File: src/rtl/selector_pkg.sv
// -----------------------------------------------------------------------------
// selector_pkg
// Shared types and helpers for the condition-test selector.
//   estado_t       : FSM state of the selector (IDLE / ESPERA).
//   cod_constante  : first test code that selects the auxiliary constant 0.
// -----------------------------------------------------------------------------
package selector_pkg;

  typedef enum logic {
    IDLE   = 1'b0,
    ESPERA = 1'b1
  } estado_t;

  // Codes 0..n_cond-1 pick a condition and code n_cond picks the pending
  // interrupt, so every code from n_cond+1 upwards reads as constant 0.
  function automatic int cod_constante(input int n_cond);
    return n_cond + 1;
  endfunction

endpackage

File: src/rtl/selector_prueba_sincronizador.sv
// -----------------------------------------------------------------------------
// sincronizador
// Multi-flop synchroniser for a bus of independent asynchronous level inputs.
//   clk    : system clock, rising edge
//   rst_n  : asynchronous active-low reset, clears every stage
//   d      : asynchronous inputs (WIDTH bits)
//   q      : synchronised outputs, d delayed by STAGES rising edges
// -----------------------------------------------------------------------------
module sincronizador #(
  parameter int WIDTH  = 1,
  parameter int STAGES = 2
) (
  input  logic             clk,
  input  logic             rst_n,
  input  logic [WIDTH-1:0] d,
  output logic [WIDTH-1:0] q
);

  // Index 0 is the first flop and index STAGES-1 feeds the output.
  logic [STAGES-1:0][WIDTH-1:0] etapas;

  // NOTE: clocked state uses non-blocking assignments so that every stage
  // samples the value its predecessor held before the edge. Blocking
  // assignments here would collapse the chain into a single flop.
  always_ff @(posedge clk or negedge rst_n) begin
    if (!rst_n) begin
      etapas <= '0;
    end else begin
      etapas <= {etapas[STAGES-2:0], d};
    end
  end

  assign q = etapas[STAGES-1];

endmodule

File: src/rtl/selector_prueba.sv
// -----------------------------------------------------------------------------
// selector_prueba
// Condition-test selector for the microprogrammed control unit. It
// synchronises the condition flags and the interrupt line, latches interrupt
// requests until they are acknowledged, and answers sequencer test requests
// either as a single-shot evaluation or as a bounded wait-until-true.
//   clk, rst_n     : clock (rising edge) and asynchronous active-low reset
//   condiciones    : asynchronous condition flags, bit i answers code i
//   interrupcion   : asynchronous interrupt request (level)
//   prueba         : test code (conditions, then pending flag, then constant 0)
//   invertir       : invert the selected value
//   evaluar        : one-cycle test request strobe
//   modo_espera    : 0 = single shot, 1 = wait until true
//   limite         : wait mode limit (limite+1 checks at most)
//   ack_int        : clears the interrupt-pending flag
//   qseleccionada  : registered test result, held until the next result
//   valido         : one-cycle pulse marking a new result
//   ocupado        : high while a wait test is running
//   expirado       : registered with the result, 1 when a wait timed out
//   int_pendiente  : latched interrupt-pending flag
// -----------------------------------------------------------------------------
module selector_prueba #(
  parameter int N_COND      = 3,
  parameter int SEL_W       = 3,
  parameter int SYNC_STAGES = 2,
  parameter int TIMEOUT_W   = 8
) (
  input  logic                 clk,
  input  logic                 rst_n,
  input  logic [N_COND-1:0]    condiciones,
  input  logic                 interrupcion,
  input  logic [SEL_W-1:0]     prueba,
  input  logic                 invertir,
  input  logic                 evaluar,
  input  logic                 modo_espera,
  input  logic [TIMEOUT_W-1:0] limite,
  input  logic                 ack_int,
  output logic                 qseleccionada,
  output logic                 valido,
  output logic                 ocupado,
  output logic                 expirado,
  output logic                 int_pendiente
);

  import selector_pkg::*;

  localparam logic [SEL_W-1:0] COD_INT   = SEL_W'(N_COND);
  localparam logic [SEL_W-1:0] COD_CONST = SEL_W'(cod_constante(N_COND));

  // ---------------------------------------------------------------------------
  // Synchronisers: conditions and interrupt share one instance.
  // ---------------------------------------------------------------------------
  logic [N_COND:0]   crudo;
  logic [N_COND:0]   sinc;
  logic [N_COND-1:0] cond_s;
  logic              int_s;

  assign crudo = {interrupcion, condiciones};

  sincronizador #(
    .WIDTH  (N_COND + 1),
    .STAGES (SYNC_STAGES)
  ) u_sincronizador (
    .clk   (clk),
    .rst_n (rst_n),
    .d     (crudo),
    .q     (sinc)
  );

  assign cond_s = sinc[N_COND-1:0];
  assign int_s  = sinc[N_COND];

  // ---------------------------------------------------------------------------
  // Interrupt edge detect and pending latch. A new rising edge wins over an
  // acknowledge in the same cycle so that no request is lost.
  // ---------------------------------------------------------------------------
  logic int_prev;
  logic int_subida;

  assign int_subida = int_s & ~int_prev;

  always_ff @(posedge clk or negedge rst_n) begin
    if (!rst_n) begin
      int_prev      <= 1'b0;
      int_pendiente <= 1'b0;
    end else begin
      int_prev <= int_s;
      if (int_subida) begin
        int_pendiente <= 1'b1;
      end else if (ack_int) begin
        int_pendiente <= 1'b0;
      end
    end
  end

  // ---------------------------------------------------------------------------
  // Select / invert mux. Constant codes read 0 before inversion, so with
  // invertir set they answer 1.
  // ---------------------------------------------------------------------------
  function automatic logic valor_sel(
    input logic [SEL_W-1:0]  codigo,
    input logic              inv,
    input logic [N_COND-1:0] conds,
    input logic              pend
  );
    logic v;
    v = 1'b0;
    if (codigo >= COD_CONST) begin
      v = 1'b0;
    end else if (codigo == COD_INT) begin
      v = pend;
    end else begin
      for (int i = 0; i < N_COND; i++) begin
        if (codigo == SEL_W'(i)) v = conds[i];
      end
    end
    return v ^ inv;
  endfunction

  // ---------------------------------------------------------------------------
  // FSM and down-counter. A wait test uses the code and inversion captured at
  // the request, not the live inputs.
  // ---------------------------------------------------------------------------
  estado_t              estado, estado_d;
  logic [SEL_W-1:0]     cod_q, cod_d;
  logic                 inv_q, inv_d;
  logic [TIMEOUT_W-1:0] cnt_q, cnt_d;
  logic                 q_d, valido_d, exp_d;
  logic                 s_directo, s_espera;

  assign s_directo = valor_sel(prueba, invertir, cond_s, int_pendiente);
  assign s_espera  = valor_sel(cod_q, inv_q, cond_s, int_pendiente);

  always_ff @(posedge clk or negedge rst_n) begin
    if (!rst_n) begin
      estado        <= IDLE;
      cod_q         <= '0;
      inv_q         <= 1'b0;
      cnt_q         <= '0;
      qseleccionada <= 1'b0;
      valido        <= 1'b0;
      expirado      <= 1'b0;
    end else begin
      estado        <= estado_d;
      cod_q         <= cod_d;
      inv_q         <= inv_d;
      cnt_q         <= cnt_d;
      qseleccionada <= q_d;
      valido        <= valido_d;
      expirado      <= exp_d;
    end
  end

  // NOTE: every signal written here gets a default before the case statement.
  // Leaving any path without an assignment would infer a latch.
  always_comb begin
    estado_d = estado;
    cod_d    = cod_q;
    inv_d    = inv_q;
    cnt_d    = cnt_q;
    q_d      = qseleccionada;
    valido_d = 1'b0;
    exp_d    = expirado;

    case (estado)
      IDLE: begin
        if (evaluar) begin
          if (!modo_espera) begin
            q_d      = s_directo;
            valido_d = 1'b1;
            exp_d    = 1'b0;
          end else begin
            cod_d    = prueba;
            inv_d    = invertir;
            cnt_d    = limite;
            estado_d = ESPERA;
          end
        end
      end

      ESPERA: begin
        // Strobes arriving here are dropped and are not queued.
        if (s_espera) begin
          q_d      = 1'b1;
          valido_d = 1'b1;
          exp_d    = 1'b0;
          estado_d = IDLE;
        end else if (cnt_q == '0) begin
          q_d      = 1'b0;
          valido_d = 1'b1;
          exp_d    = 1'b1;
          estado_d = IDLE;
        end else begin
          cnt_d = cnt_q - TIMEOUT_W'(1);
        end
      end

      default: estado_d = IDLE;
    endcase
  end

  assign ocupado = (estado == ESPERA);

endmodule

File: config.mk
export PLATFORM = sky130hd
export DESIGN_NAME = selector_prueba
export DESIGN_NICKNAME = d
export VERILOG_FILES = /design/src/rtl/selector_pkg.sv /design/src/rtl/selector_prueba_sincronizador.sv /design/src/rtl/selector_prueba.sv
export SDC_FILE = /design/constraint.sdc
export NUM_CORES = 1
export LEC_CHECK = 0
export BUFFER_PORTS_ARGS = -buffer_cell sky130_fd_sc_hd__buf_2
export CORE_ASPECT_RATIO = 0.6
export CORE_MARGIN = 8
export CORE_UTILIZATION = 57
export CTS_CLUSTER_SIZE = 12
export DETAILED_ROUTE_END_ITERATION = 12
export GPL_ROUTABILITY_DRIVEN = 0
export PLACE_DENSITY_LB_ADDON = 0.2
export SETUP_SLACK_MARGIN = 0.4
export SYNTH_ARGS = -nofsm -noshare
export SYNTH_HDL_FRONTEND = slang
export SYNTH_SLANG_ARGS = --single-unit
File: constraint.sdc
create_clock -name clk -period 3.6 [get_ports clk]
set_input_delay 0.36 -clock clk [delete_from_list [all_inputs] [get_ports clk]]
set_output_delay 0.36 -clock clk [all_outputs]
set_load 0.02 [all_outputs]
==> results by group <==
Floorplan
  • Rows: 13
  • I/O Pins: 26
  • Die Wd: 76.5 µm
  • Initial core utilization: 0.592
  • Die H: 52.3 µm
  • Core ar.: 2110 µm²
  • Die area: 4000 µm²

Timing
  • Unrepaired setup endpoints after global routing: no
  • Slew HR: 0.582
  • Minimum clock period: 2.08 ns
  • Hold_ws: 0.000463 ns
  • Final period util: 0.578
  • Sum Neg Setup Slack: 0 ns
  • Final slew viol count: 0
  • Max Freq: 0.480 GHz
  • Final setup vio count: 0
  • Final hold viol count: 0
  • Post-route setup slack: 1.52 ns
  • Clock Skew: 0.00897 ns
  • Tightest Pin Transition: 0.615 ns

Detailed routing
  • DRT Wirelength: 2600 µm
  • DRT iter0 DRCs: 62
  • Via density: 5.72
  • Via count: between 900 and 1000
  • DRT Pass-1 Iters: 5
  • DRC Markers: 0
  • Drt wl/cell: 15.7 µm
  • Final ANT Viol Nets: 0

Logic synthesis
  • Synth Flop Type: dfrtp_1
  • Leading area contributor after synthesis: dfrtp_1
  • Synth cell count leaders: 26 x dfrtp_1, 14 x nand2_1, 6 x inv_1
  • Syn Std Cell Area: 1250 µm²
  • Area share of the largest cell type after synthesis: 0.519
  • Yosys warning count: 0
  • Syn avg cell area: roughly 11 µm²
  • Post-Syn Instances: 113
  • Yosys cell types: 36
  • Synthesized flop and latch total: 26
  • Mapped Nets: approximately 140
  • Most common cell in the synthesized netlist: dfrtp_1
  • Synth top area cells: dfrtp_1 52%, nand2_1 4.2%, o32ai_1 3.5%
  • Post-synth EDFFs: 0
  • Sequential area share after synthesis: 0.519
  • Async set or reset register ratio after synthesis: 1.00

Setup path
  • CP Capture Type: register
  • Reg-to-Reg End: cnt_q[7]
  • Setup CP Type: register to register
  • R2R depth: 7
  • Worst EP required: 3.80 ns
  • Worst-path fanout max: 12
  • R2r setup slk: about 1.5 ns
  • CP startpoint kind: register
  • Critical path arrival: 2.28 ns
  • Critical R2R Launch: cnt_q[0]

Clock tree
  • Sink Count: 26
  • CTS tree: done
  • Clock buffer count from CTS: 3
  • Cts repair resizes: 0
  • Hold buffer count at CTS: 0
  • Worst skew pair latency: 0.33 ns
  • Total setup buffers inserted after CTS: 0
  • H-tree depth: 1
  • Root buf cell: clkbuf_4
  • Clock transition at path regs: about 0.14 ns
  • Maximum root-to-sink buffer count: 2

Pwr
  • Leakage: 0.655 nW
  • Combinational fraction of design power: 0.386
  • Clk pwr share: 0.177
  • Switching portion of total power: 0.388
  • Cell Pwr Density: 797 nW/µm²
  • Switch Pwr: between 0.4 and 0.5 mW
  • Total Power: about 1.1 mW
  • Worst VDD drop: 0.389 mV
  • Cell internal pwr: 0.694 mW
  • Reg power frac: 0.437

Run status
  • Status: completed

Layout
  • Antenna Cells: 0
  • Layout cell share with drive strength beyond 1: 0.279
  • # nets final: 160
  • Final std cells w/o fill: 166
  • Syn-to-layout area delta: 13.6%

Global routing
  • Initial antenna violation count: 0
  • Largest net degree at the start of global routing: 27
  • GRT overflow: 0
  • First-pass GRT wire length: 4330 µm
  • Vias in the first global route: 901
  • Total GRT Usage: 0.135

Placement
  • Detailed Place HPWL: ~1900 µm
  • Placed cells: 162
  • Port Buffers: 25
  • Place WS: approximately 1.5 ns

Run
  • Max-Cap Viols: 0

Hold path
  • Min-Delay Path Class: primary input to asynchronous set/reset pin
[kinds of logic (layout without fill, tap and decap cells)]
| group | count (synthesis) | in the layout | synth area share |
|---|---|---|---|
| flip-flops | 26 | 26 | 0.519 |
| multiplexers | 6 | 6 | 0.0609 |
| adder cells (fa/ha/maj) | 2 | 2 | 0.0200 |
| XOR/XNOR | 2 | 2 | 0.0140 |
| AO/OA/AOI/OAI | 29 | 29 | 0.177 |
| AND/OR/NAND/NOR | 36 | 36 | 0.155 |
| buffers and inverters | 12 | 35 | 0.0539 |
[area by class of cell]
type	instances	area, µm²
clock inverters	1	30.0
multi-input cells	75	534
inverters	6	22.5
repair buffers	25	125
fillers	173	692
flip-flops and latches	26	651
clock buffers	3	22.5
well taps	30	37.5
[placed cells by master (no fill, tap or decap), types with 2 or more instances in the layout]
cell and count:
nor2b_1 3, a22oi_1 2, clkbuf_4 3, o32a_1 2, nor2_1 4, inv_1 6, dfrtp_1 26, a31oi_1 2
buf_2 25, nand2_1 14, ha_1 2, o21ai_1 3, nand2b_1 3, nor3_1 4, o31ai_1 2, o21a_1 3
o32ai_1 5, a41oi_1 3, mux2i_1 4, a21oi_1 3
[state kept, by name, summed over array words and instances, names as in the netlist, 3 cells and up]
name	flops
cnt_q	8
cod_q	3
u_sincronizador.etapas	4
u_sincronizador.q	4
[worst max-delay path by stage]
stage                     startpoint  endpoint  slack [ns]  cells past startpoint
after floorplan             cnt_q[0]  cnt_q[5]        1.75                      8
after global placement      cnt_q[0]  cnt_q[2]        1.59                      7
after detailed placement    cnt_q[0]  expirado        1.54                      7
after CTS                   cnt_q[0]  expirado        1.52                      7
after global routing        cnt_q[0]  cnt_q[5]        1.35                      7
final                       cnt_q[0]  cnt_q[7]        1.52                      7
[metal layers]
layer,part of all wire,vias up,GRT usage
li1,-,457,-
met1,0.46,443,0.172
met2,0.45,46,0.215
met3,0.082,4,0.0531
met4,0.0065,0,0.0285
met5,0,-,0
[through the flow]
stage / area [µm²] / util
finish: 1420 / 0.673
detailed placement: 1370 / 0.648
floorplan: 1250 / -
global placement: 1370 / 0.648
global route: 1420 / 0.673
CTS: 1420 / 0.673
[worst max-delay path, cell delays in order (launching register included)]
cell and delay [ns]:
dfrtp_1 0.41, inv_1 0.10, ha_1 0.19, or3b_2 0.21
o211ai_2 0.08, mux2i_2 0.53, nand2b_4 0.31, a41oi_1 0.13
[power by group through the flow]
stage / clock (mW) / sequential, mW / combinational, mW
after global routing: 0.219 / 0.511 / 0.482
after global placement: 0 / 0.492 / 0.419
after detailed placement: 0 / 0.498 / 0.436
final: 0.201 / 0.496 / 0.437
after CTS: 0.204 / 0.492 / 0.437
after floorplan: 0 / 0.485 / 0.364
Power figures use the tool's default switching activity.
